**src/rtl/div_unit_pkg.sv**
```systemverilog
// Shared types and constants for the multi-cycle divider: state encoding,
// bus widths, handshake levels and the conditional two's-complement helper.
package div_unit_pkg;

    localparam int REG_BUS        = 32;
    localparam int DOUBLE_REG_BUS = 64;

    localparam logic DIV_START           = 1'b1;
    localparam logic DIV_STOP            = 1'b0;
    localparam logic DIV_RESULT_READY     = 1'b1;
    localparam logic DIV_RESULT_NOT_READY = 1'b0;

    // Index of the final restoring step; one quotient bit per step.
    localparam logic [4:0] LAST_STEP = 5'd31;

    typedef enum logic [1:0] {
        DivFree   = 2'b00,
        DivByZero = 2'b01,
        DivOn     = 2'b10,
        DivEnd    = 2'b11
    } div_state_t;

    function automatic logic [REG_BUS-1:0] negate_if(input logic [REG_BUS-1:0] value,
                                                     input logic neg);
        return neg ? (~value + 32'd1) : value;
    endfunction

endpackage

```
**src/rtl/div_unit.sv**
```systemverilog
// Multi-cycle 32-bit restoring divider serving the execute stage's divide
// handshake; returns {remainder, quotient} with a ready flag.
module div_unit
    import div_unit_pkg::*;
(
    input  logic                      clk,
    input  logic                      rst,
    input  logic                      signed_div_i,
    input  logic [REG_BUS-1:0]        opdata1_i,
    input  logic [REG_BUS-1:0]        opdata2_i,
    input  logic                      start_i,
    input  logic                      annul_i,
    output logic [DOUBLE_REG_BUS-1:0] result_o,
    output logic                      ready_o
);

    div_state_t state_q;
    div_state_t state_next;

    logic [4:0]                cnt_q;
    logic [64:0]               work_q;
    logic [REG_BUS-1:0]        divisor_q;
    logic                      signed_q;
    logic                      dividend_neg_q;
    logic                      divisor_neg_q;
    logic [DOUBLE_REG_BUS-1:0] final_q;

    logic                      dividend_neg;
    logic                      divisor_neg;
    logic [33:0]               rem_shift;
    logic                      rem_ge;
    logic [32:0]               rem_diff;
    logic [64:0]               step_work;
    logic [REG_BUS-1:0]        quo_fixed;
    logic [REG_BUS-1:0]        rem_fixed;

    assign dividend_neg = signed_div_i & opdata1_i[31];
    assign divisor_neg  = signed_div_i & opdata2_i[31];

    // One restoring step: shift left, trial-subtract, keep the difference
    // when it did not go negative. rem stays below the divisor, so the low
    // 33 bits of the difference are exact whenever rem_ge holds.
    always_comb begin
        rem_shift = work_q[64:31];
        rem_ge    = rem_shift >= {2'b00, divisor_q};
        rem_diff  = rem_shift[32:0] - {1'b0, divisor_q};
        step_work = {rem_ge ? rem_diff : rem_shift[32:0], work_q[30:0], rem_ge};
        quo_fixed = negate_if(step_work[31:0], signed_q & (dividend_neg_q ^ divisor_neg_q));
        rem_fixed = negate_if(step_work[63:32], signed_q & dividend_neg_q);
    end

    always_ff @(posedge clk) begin
        if (rst) begin
            state_q <= DivFree;
        end else begin
            state_q <= state_next;
        end
    end

    always_comb begin
        state_next = state_q;
        if (annul_i) begin
            state_next = DivFree;
        end else begin
            case (state_q)
                DivFree: begin
                    if (start_i == DIV_START) begin
                        state_next = (opdata2_i == '0) ? DivByZero : DivOn;
                    end
                end
                DivByZero: state_next = DivEnd;
                DivOn: begin
                    if (cnt_q == LAST_STEP) begin
                        state_next = DivEnd;
                    end
                end
                DivEnd: begin
                    if (start_i == DIV_STOP) begin
                        state_next = DivFree;
                    end
                end
                default: state_next = DivFree;
            endcase
        end
    end

    // NOTE: only control state and the outputs are reset; the operand and
    // working registers are always reloaded on acceptance before being read.
    always_ff @(posedge clk) begin
        if (rst || annul_i) begin
            cnt_q    <= '0;
            ready_o  <= DIV_RESULT_NOT_READY;
            result_o <= '0;
        end else begin
            case (state_q)
                DivFree: begin
                    ready_o  <= DIV_RESULT_NOT_READY;
                    result_o <= '0;
                    if (start_i == DIV_START) begin
                        cnt_q          <= '0;
                        signed_q       <= signed_div_i;
                        dividend_neg_q <= dividend_neg;
                        divisor_neg_q  <= divisor_neg;
                        divisor_q      <= negate_if(opdata2_i, divisor_neg);
                        work_q         <= {33'd0, negate_if(opdata1_i, dividend_neg)};
                    end
                end
                DivByZero: begin
                    final_q <= '0;
                end
                DivOn: begin
                    work_q <= step_work;
                    cnt_q  <= cnt_q + 5'd1;
                    if (cnt_q == LAST_STEP) begin
                        final_q <= {rem_fixed, quo_fixed};
                    end
                end
                DivEnd: begin
                    if (start_i == DIV_START) begin
                        ready_o  <= DIV_RESULT_READY;
                        result_o <= final_q;
                    end else begin
                        ready_o  <= DIV_RESULT_NOT_READY;
                        result_o <= '0;
                    end
                end
                default: begin
                    ready_o  <= DIV_RESULT_NOT_READY;
                    result_o <= '0;
                end
            endcase
        end
    end

endmodule

```
**config.mk**
```make
export PLATFORM = sky130hd
export DESIGN_NAME = div_unit
export DESIGN_NICKNAME = d
export VERILOG_FILES = /design/src/rtl/div_unit_pkg.sv /design/src/rtl/div_unit.sv
export SDC_FILE = /design/constraint.sdc
export NUM_CORES = 1
export LEC_CHECK = 0
export ABC_AREA = 1
export BUFFER_PORTS_ARGS = -buffer_cell sky130_fd_sc_hd__buf_2
export CAP_MARGIN = 10
export CORE_MARGIN = 5
export CORE_UTILIZATION = 55
export CTS_BUF_LIST = sky130_fd_sc_hd__clkbuf_2
export DETAILED_ROUTE_END_ITERATION = 12
export PLACE_DENSITY_LB_ADDON = 0.1
export SLEW_MARGIN = 10
export SYNTH_ARGS = -nofsm -noshare
export SYNTH_HDL_FRONTEND = slang
export SYNTH_SLANG_ARGS = --single-unit
```
**constraint.sdc**
```tcl
create_clock -name clk -period 5 [get_ports clk]
set_input_delay 1 -clock clk [delete_from_list [all_inputs] [get_ports clk]]
set_output_delay 1 -clock clk [all_outputs]
set_load 0.005 [all_outputs]
```
### Yosys cells after proc, flatten, opt, wreduce, memory -nomap -nowiden

Cells that the tools add are included.

* eq/ne operators: 7
* add/sub/neg operators: 6
* reduce and logical (&&, ||, !) cells: 12
* $lt $le $gt $ge: 1
* multiplexer cells: 20
* bitwise logic cells: 10

Operators by type and width (count)
* $pmux W64 S2: 2
* $pmux W65 S2: 1
* $add A32 B1 Y32 const B: 4
* $mux W32: 4
* $mux W64: 2
* $not A32 Y32: 4
* $mux W65: 1
* $ge A34 B32 Y1: 1
* $mux W33: 1
* $sub A33 B32 Y33: 1
* $logic_not A32 Y1: 1
* $reduce_and A3 Y1: 4
* $pmux W5 S2: 1
* $mux W2: 4
* $pmux W2 S4: 1
* $ne A2 B2 Y1 const B: 3
* $reduce_bool A2 Y1: 3
* $add A5 B1 Y5 const B: 1
* $eq A5 B5 Y1 const B: 1
* $mux W5: 1
* $and A1 B1 Y1: 4
* $eq A2 B2 Y1 const B: 2
* $eq A2 B1 Y1 const B: 1
* $logic_not A2 Y1: 1
* other kinds (7): 7

* register bits: 236
* bits of input ports: 69

### Depth between registers and ports, before layout

Gate-level depths: netlist of the first run.

* depth after elaboration: 7
* depth in mapped cells: 26

### Least setup slack after synthesis of the first run

No wires, ideal clock.

* kind: input to register
* start: in annul_i
* end: reg final_q[0], enable pin
* buffers on the path: 2
* stages: 5
* setup time: 486 ps
* data arrival time: 4517 ps
* setup slack: -3 ps
* cell sequence: nor2_1 -> clkbuf_1 -> clkbuf_1 -> nand2_1 -> nor2_1

* cells in the longest elaborated chain, start to end: 3

RTL lines
* start, declared: line div_unit.sv:12 `input logic annul_i,`
* $logic_or A1 B1 Y1: line div_unit.sv:90 `if (rst || annul_i) begin`
* $not A1 Y1 (no line)
* $reduce_and A3 Y1 (no line)
* end signal, assigned: line div_unit.sv:115 `final_q <= {rem_fixed, quo_fixed};`
* end, declared: line div_unit.sv:26 `logic [DOUBLE_REG_BUS-1:0] final_q;`

Every way passes these cells.
A chain may end at the register's enable or synchronous reset.

### Worst setup path in the final report of the first run

* start: reg work_q[31]
* end: reg final_q[26], data pin

* cells in the longest elaborated chain, start to end: 6

RTL lines
* start, declared: line div_unit.sv:21 `logic [64:0] work_q;`
* start signal, assigned: line div_unit.sv:105 `work_q <= {33'd0, negate_if(opdata1_i, dividend_neg)};`
* start signal, assigned: line div_unit.sv:112 `work_q <= step_work;`
* $ge A34 B32 Y1: line div_unit.sv:45 `rem_ge = rem_shift >= {2'b00, divisor_q};`
* $not A32 Y32: line div_unit_pkg.sv:25 `return neg ? (~value + 32'd1) : value;`
* $add A32 B1 Y32: line div_unit_pkg.sv:25
* $mux W32: line div_unit_pkg.sv:25
* $mux W64: line div_unit.sv:114 `if (cnt_q == LAST_STEP) begin`
* $pmux W64 S2: line div_unit.sv:95 `case (state_q)`

Every way passes these cells. The select of a mux whose other input is x is not followed.

==> qor.csv, run 1 <==
metric,value,unit
status,"finished, final reports clean",
sequential cell area,6370,sq um
CTS tree,yes,
"Net Count, Synth",2205,
Synth async-reset ratio,0,
All-Layer GR Usage,0.259,
count of unresolved DRC violations after routing,0,
clock tree skew after final layout,0.0843,ns
post-synthesis instance total,2094,
Switching Share,0.322,
top area cells in the synthesized netlist,"edfxtp_1 33%, nand2_1 15%, dfxtp_1 9.6%",
Post-layout nets,2345,
proportion of netlist area held by the largest area contributor,0.326,
Detail Route Antenna Nets,0,
final max-slew violation count,0,
Placed Cells,2515,
post-synthesis to final-layout area growth,9.50,%
Initial Util,0.560,
Std-Cell Rows,60,
vertical die dimension,176,microns
global routing met1 resource utilization,0.391,
clock root cell,clkbuf_2,
crit-path max FO,5,
number of synthesized register bits,236,
"Distinct cells, synth",47,
Most Crowded Layer GR,met1,
number of iterations in the first detailed-routing pass,5,
final period demand of the worst path,4.29,ns
core utilization of the finished layout,0.613,
unrepaired setup endpoints after global routing,false,
xor/xnor share of the synthesized area,0.0331,
count of input and output buffers,133,
number of antenna violations at the first check in global routing,1,
fraction of met3 tracks used by global routing,0.0461,
count of buffers added by post-CTS timing repair for setup,0,
number of I/O pins,134,
TritonCTS Sinks,236,
Worst Path Arrival,4.93,ns
most frequent cells after synthesis,"602 x nand2_1, 275 x inv_1, 222 x nor2_1",
area of the multi-input gates,7360,sq um
latest clock arrival within the worst-skew pair,0.91,ns
post-synth top area cell,edfxtp_1,
most frequently used flop master after synthesis,edfxtp_1,
capturing element type of the critical path,flip-flop,
number of buffers created by CTS,58,
die area,30800,sq um
kind of critical path,reg -> reg,
Yosys warning total,0,
Max clock buf depth,3,
Tightest Hold Check Type,in -> reg,
via count of the first global-routing pass,12479,
met2 Track Usage GR,0.385,
final number of setup-violating endpoints,0,
share of synthesized area occupied by flip-flops and latches,0.422,
filler instances,2591,
DR vias,13976,
Leakage,7.67,nW
half-perimeter wire length after detailed placement,30900,microns
required time of the worst setup path,5.64,ns
Post-Syn Area,15100,sq um
largest family of logic cells by synthesized area,simple AND/OR/NAND/NOR gates,
adder-cell area share of the yosys netlist,0.0353,
fraction of power consumed by the clock network,0.300,
Std-Cell Core Area,27000,sq um
synthesized area per cell,7.21,sq um
maximum number of pins on one net before global-route repair,86,
worst supply voltage drop on vdd,0.000144,V
CP startpoint kind,flip-flop,
weighted congestion at the end of routability-driven global placement,0.961,
register-to-register setup slack,0.71,ns
setup total negative slack,0,ns
final-report hold violation count,0,
sequential fraction of design power,0.525,
post-route worst hold slack,0.310,ns
Resized Gates After CTS,0,
"count leader, synth",nand2_1,
clock transition at the register clock pins on the worst setup and hold paths after CTS,0.13,ns
Fmax,233,MHz
Cell Pwr Density,250,nW/um^2
global route overflow,0,
slew margin rel.,0.285,
mux contribution to synthesized area,0,
number of synthesized flops with an enable pin,164,
ratio of cells with drive above 1 in the final layout,0.127,
post-layout instance count excluding filler cells,2624,
switching power total,0.00133,W
wire length per cell,15.6,microns
simple-gate share of the synthesized area,0.319,
WL final,40900,microns
total internal power,0.00280,W
Horiz. Die Dim,176,microns
Comb power frac,0.175,
# H-tree levels,2,
period utilization,0.858,
first-pass GRT wire length,64600,microns
Least-Margin Pin Slew,1.07,ns
maximum capacitance violations,0,
Starting DRT DRC Count,1097,
Compound-Gate Fraction of Synth Area,0.0984,
vias per cell,5.33,
hold-fix buffers at CTS,0,
final timing paths:
path,endpoint,depth (start not counted),startpoint
max,final_q[26],23,work_q[31]
min,divisor_q[0],1,opdata2_i[0]
max reg2reg,final_q[26],23,work_q[31]
min reg2reg,ready_o,2,ready_o
cell usage in the layout (no fill, tap or decap), types with 72 or more instances in the layout:
cell type and n:
dfxtp_1 72, clkbuf_2 75, nand2_1 602, a21oi_1 90, edfxtp_1 164, inv_1 274, nand3_1 167, nor2_1 218
o21ai_0 151, buf_2 133
sequential cells by signal, indices dropped and copies added, names as in the netlist:
signal and count:
ready_o 1, signed_q 1, state_q 2, divisor_neg_q 1, cnt_q 5, result_o 64
divisor_q 32, work_q 65, final_q 64, dividend_neg_q 1
power groups by stage:
| stage | Sequential (W) | Combinational (W) | Clock, W |
|---|---|---|---|
| after floorplan | 0.00221 | 0.000506 | 0 |
| after global placement | 0.00221 | 0.000700 | 0 |
| after detailed placement | 0.00221 | 0.000708 | 0 |
| after CTS | 0.00217 | 0.000711 | 0.00130 |
| after global routing | 0.00217 | 0.000812 | 0.00142 |
| final | 0.00217 | 0.000721 | 0.00124 |
kinds of logic (layout without fill, tap and decap cells):
kind of cell / Yosys count / in the layout
buffers and inverters: 350 / 538
XOR/XNOR: 57 / 57
AND/OR/NAND/NOR: 1128 / 1128
adder cells (fa/ha/maj): 42 / 42
AO/OA/AOI/OAI: 281 / 281
other: 0 / 1
flip-flops: 236 / 236
final cells by class:
class | instances | area share
repair buffers | 148 | 0.0471
diodes | 1 | 0.000151
clock inverters | 33 | 0.00924
multi-input cells | 1508 | 0.446
well taps | 341 | 0.0258
inverters | 282 | 0.0641
clock buffers | 75 | 0.0227
flip-flops and latches | 236 | 0.385
metal layers:
layer	wire length (microns)	part of all wire
met1	19500	0.48
met2	17200	0.42
met3	3310	0.081
met4	874	0.021
met5	0	0
worst max-delay path, cell delays in order, from the launching register on:
cell,delay (ns)
edfxtp_1,0.38
inv_1,0.08
ha_1,0.14
inv_1,0.10
fa_1,0.46
nand3_1,0.13
nand3_2,0.12
nand2_2,0.09
nand2_2,0.07
nand2_4,0.09
nand2_8,0.05
inv_1,0.07
ha_1,0.18
nand3_1,0.11
nor3_1,0.31
nand3_1,0.11
nor3_1,0.29
nand2_1,0.17
o21ai_1,0.24
nand2_1,0.17
a21oi_1,0.25
o21ai_0,0.16
o21ai_0,0.18
a21oi_1,0.05
through the flow:
stage | worst slack, ns | cell area (sq um) | total power (W)
final | 0.711 | 16500 | 0.00413
after global routing | 0.102 | 16500 | 0.00440
after CTS | 0.644 | 16500 | 0.00418
after detailed placement | 0.673 | 16000 | 0.00292
after global placement | 0.858 | 16000 | 0.00291
after floorplan | 0.124 | 15100 | 0.00271
(Power assumes the default switching activity.)
==> run 2: changes to the inputs <==
--- a/config.mk
+++ b/config.mk
@@ -9,7 +9,7 @@
 export BUFFER_PORTS_ARGS = -buffer_cell sky130_fd_sc_hd__buf_2
 export CAP_MARGIN = 10
 export CORE_MARGIN = 5
-export CORE_UTILIZATION = 55
+export CORE_UTILIZATION = 50
 export CTS_BUF_LIST = sky130_fd_sc_hd__clkbuf_2
 export DETAILED_ROUTE_END_ITERATION = 12
 export PLACE_DENSITY_LB_ADDON = 0.1
==> run 2 against run 1 <==
Utilization decreased by 5.0 points. Hold slack improved by 0.11 ns. Clock-buffer cell count increased by 12. First-iteration DRC count decreased by 6.5%. Non-clock buffer count unchanged. Global-route usage decreased by 0.59 points. Maximum frequency decreased by 2.7%. Clock power increased by 24%. Power increased by 7.3%. Final area increased by 1.3%. Sequential share of layout area decreased by 0.48 points. Die area increased by 9.4%. Largest cell class unchanged. Highest routed layer unchanged.
==> qor.csv, run 2 (same netlist as run 1, synthesis figures left out) <==
metric,value,unit,change
number of I/O pins,134,,unchanged
clock transition at the register clock pins on the worst setup and hold paths after CTS,0.11,ns,-0.02 ns
register with the most flip-flops,work_q,,
setup total negative slack,0,ns,unchanged
Std-Cell Core Area,29700,sq um,+10%
maximum number of pins on one net before global-route repair,82,,-4.7%
count of unresolved DRC violations after routing,0,,unchanged
CTS tree,yes,,
Worst path top cell family by delay,simple AND/OR/NAND/NOR gates,,
Place WS,0.647,ns,-0.0257 ns
Worst Path Arrival,5.00,ns,+0.07 ns
instance count along the most critical hold path,1,,unchanged
Worst Hold Path EP,divisor_q[0],,
final period demand of the worst path,4.41,ns,+0.118 ns
number of buffers created by CTS,66,,+14%
HP Start,opdata2_i[0],,
period utilization,0.882,,+0.0237
register-to-register setup slack,0.59,ns,-0.12 ns
post-route worst hold slack,0.422,ns,+0.111 ns
Leakage,7.78,nW,+1.4%
TritonCTS Sinks,236,,unchanged
Post-layout nets,2353,,+0.34%
kind of critical path,reg -> reg,,
global route overflow,0,,unchanged
most frequent cells in the layout,"602 x nand2_1, 274 x inv_1, 218 x nor2_1",,
number of cells on the worst reg-to-reg path,22,,-4.3%
number of antenna violations at the first check in global routing,1,,unchanged
final number of setup-violating endpoints,0,,unchanged
Placed Cells,2564,,+1.9%
All-Layer GR Usage,0.253,,-0.00590
Least-Margin Pin Slew,1.04,ns,-0.0260 ns
count of buffers added by post-CTS timing repair for setup,0,,unchanged
cells along the critical path,"ha_1, nand2_2, nor2_4, nand2_1, nor2_1, nand2_1, nand2_2, nor2_8, nand2_8, inv_1, ha_1, nand3_1, nor3_1, nand3_1, nor3_1, nand2_1, o21ai_0, nand2_1, a21oi_1, o21ai_0, o21ai_0, a21oi_1",,
setup ws final,0.592,ns,-0.118 ns
fraction of power consumed by the clock network,0.347,,+0.047
core utilization of the finished layout,0.563,,-0.0500
number of iterations in the first detailed-routing pass,6,,+1
ratio of cells with drive above 1 in the final layout,0.136,,+0.00893
post-synthesis to final-layout area growth,10.9,%,
most frequent CP cell,nand2_1,,
latest clock arrival within the worst-skew pair,0.88,ns,-0.03 ns
registers with the highest flip-flop counts,"work_q (65), final_q (64), result_o (64)",,
half-perimeter wire length after detailed placement,32400,microns,+5.0%
unrepaired setup endpoints after global routing,false,,
vertical die dimension,184,microns,+4.6%
Initial Util,0.508,,-0.0521
first-pass GRT wire length,68900,microns,+6.6%
sequential fraction of design power,0.489,,-0.036
required time of the worst setup path,5.59,ns,-0.05 ns
clock root cell,clkbuf_2,,
maximum single-stage delay on the critical path,0.48,ns,+0.02 ns
number of buffers and inverters on the critical path,1,,-2
DR vias,14059,,+0.59%
total internal power,0.00302,W,+7.8%
die area,33800,sq um,+9.4%
slew margin rel.,0.302,,+0.0174
Starting DRT DRC Count,1026,,-6.5%
via count of the first global-routing pass,13038,,+4.5%
Detail Route Antenna Nets,0,,unchanged
endpoint of the worst-slack reg-to-reg timing path,final_q[28],,
WL final,43100,microns,+5.3%
worst supply voltage drop on vdd,0.000172,V,+19%
crit-path max FO,5,,unchanged
Max clock buf depth,3,,unchanged
capturing element type of the critical path,flip-flop,,
count of input and output buffers,133,,unchanged
clock tree skew after final layout,0.114,ns,+0.0298 ns
vias per cell,5.24,,-1.7%
highest-delay cell along the critical path,edfxtp_1,,
Std-Cell Rows,63,,+5.0%
Resized Gates After CTS,0,,unchanged
Worst R2R Start,work_q[45],,
switching power total,0.00141,W,+6.4%
"most common cell after layout, fill and taps aside",nand2_1,,
post-layout instance count excluding filler cells,2685,,+2.3%
wire length per cell,16.0,microns,+2.9%
# H-tree levels,3,,+1
final max-slew violation count,0,,unchanged
weighted congestion at the end of routability-driven global placement,0.960,,-0.14%
final-report hold violation count,0,,unchanged
Fmax,227,MHz,-2.7%
Horiz. Die Dim,184,microns,+4.6%
maximum capacitance violations,0,,unchanged
hold-fix buffers at CTS,0,,unchanged
Cell Pwr Density,265,nW/um^2,+6.0%
Switching Share,0.319,,-0.00284
Tightest Hold Check Type,in -> reg,,
status,"finished, final reports clean",,
Largest register FFs,65,,unchanged
Comb power frac,0.164,,-0.011
CP startpoint kind,flip-flop,,
run 2: changes by cell type in the layout (fill, tap and decap cells not counted), sizes merged:
cell / change
clkbuf: +12
clkinv: -6
inv: +3
bufinv: +3
run 2: routing by layer:
layer | track usage | vias up | wire [microns]
met2 | 0.380 | 488 | 18300
met4 | 0.0660 | 0 | 704
met1 | 0.382 | 6372 | 20900
met3 | 0.0417 | 60 | 3150
li1 | - | 7139 | -
met5 | 0 | - | 0
run 2: area by class of cell:
type,instances,area (sq um)
repair buffers,148,778
multi-input cells,1508,7370
diodes,1,2.50
well taps,390,488
flip-flops and latches,236,6370
inverters,282,1060
fillers,2949,13000
clock inverters,33,235
clock buffers,87,435
run 2: power groups by stage:
stage               combinational, W  sequential (W)  clock (W)
floorplan                   0.000506         0.00221          0
global placement            0.000711         0.00221          0
detailed placement          0.000718         0.00221          0
CTS                         0.000721         0.00217    0.00159
global route                0.000820         0.00217    0.00170
finish                      0.000727         0.00217    0.00154
run 2: how the worst max path moves through the flow:
stage	from	end	slack [ns]	cells past startpoint
finish	work_q[45]	final_q[28]	0.59	22
global route	work_q[31]	final_q[26]	0.15	23
CTS	work_q[45]	final_q[28]	0.67	22
detailed placement	work_q[31]	final_q[28]	0.65	23
global placement	work_q[31]	final_q[28]	0.83	23
floorplan	annul_i	work_q[0]	0.12	4
run 2: metrics by stage:
step	total power (W)	instance area, sq um
floorplan	0.00271	15100
global placement	0.00292	16100
detailed placement	0.00293	16100
CTS	0.00448	16700
global route	0.00470	16700
finish	0.00443	16700
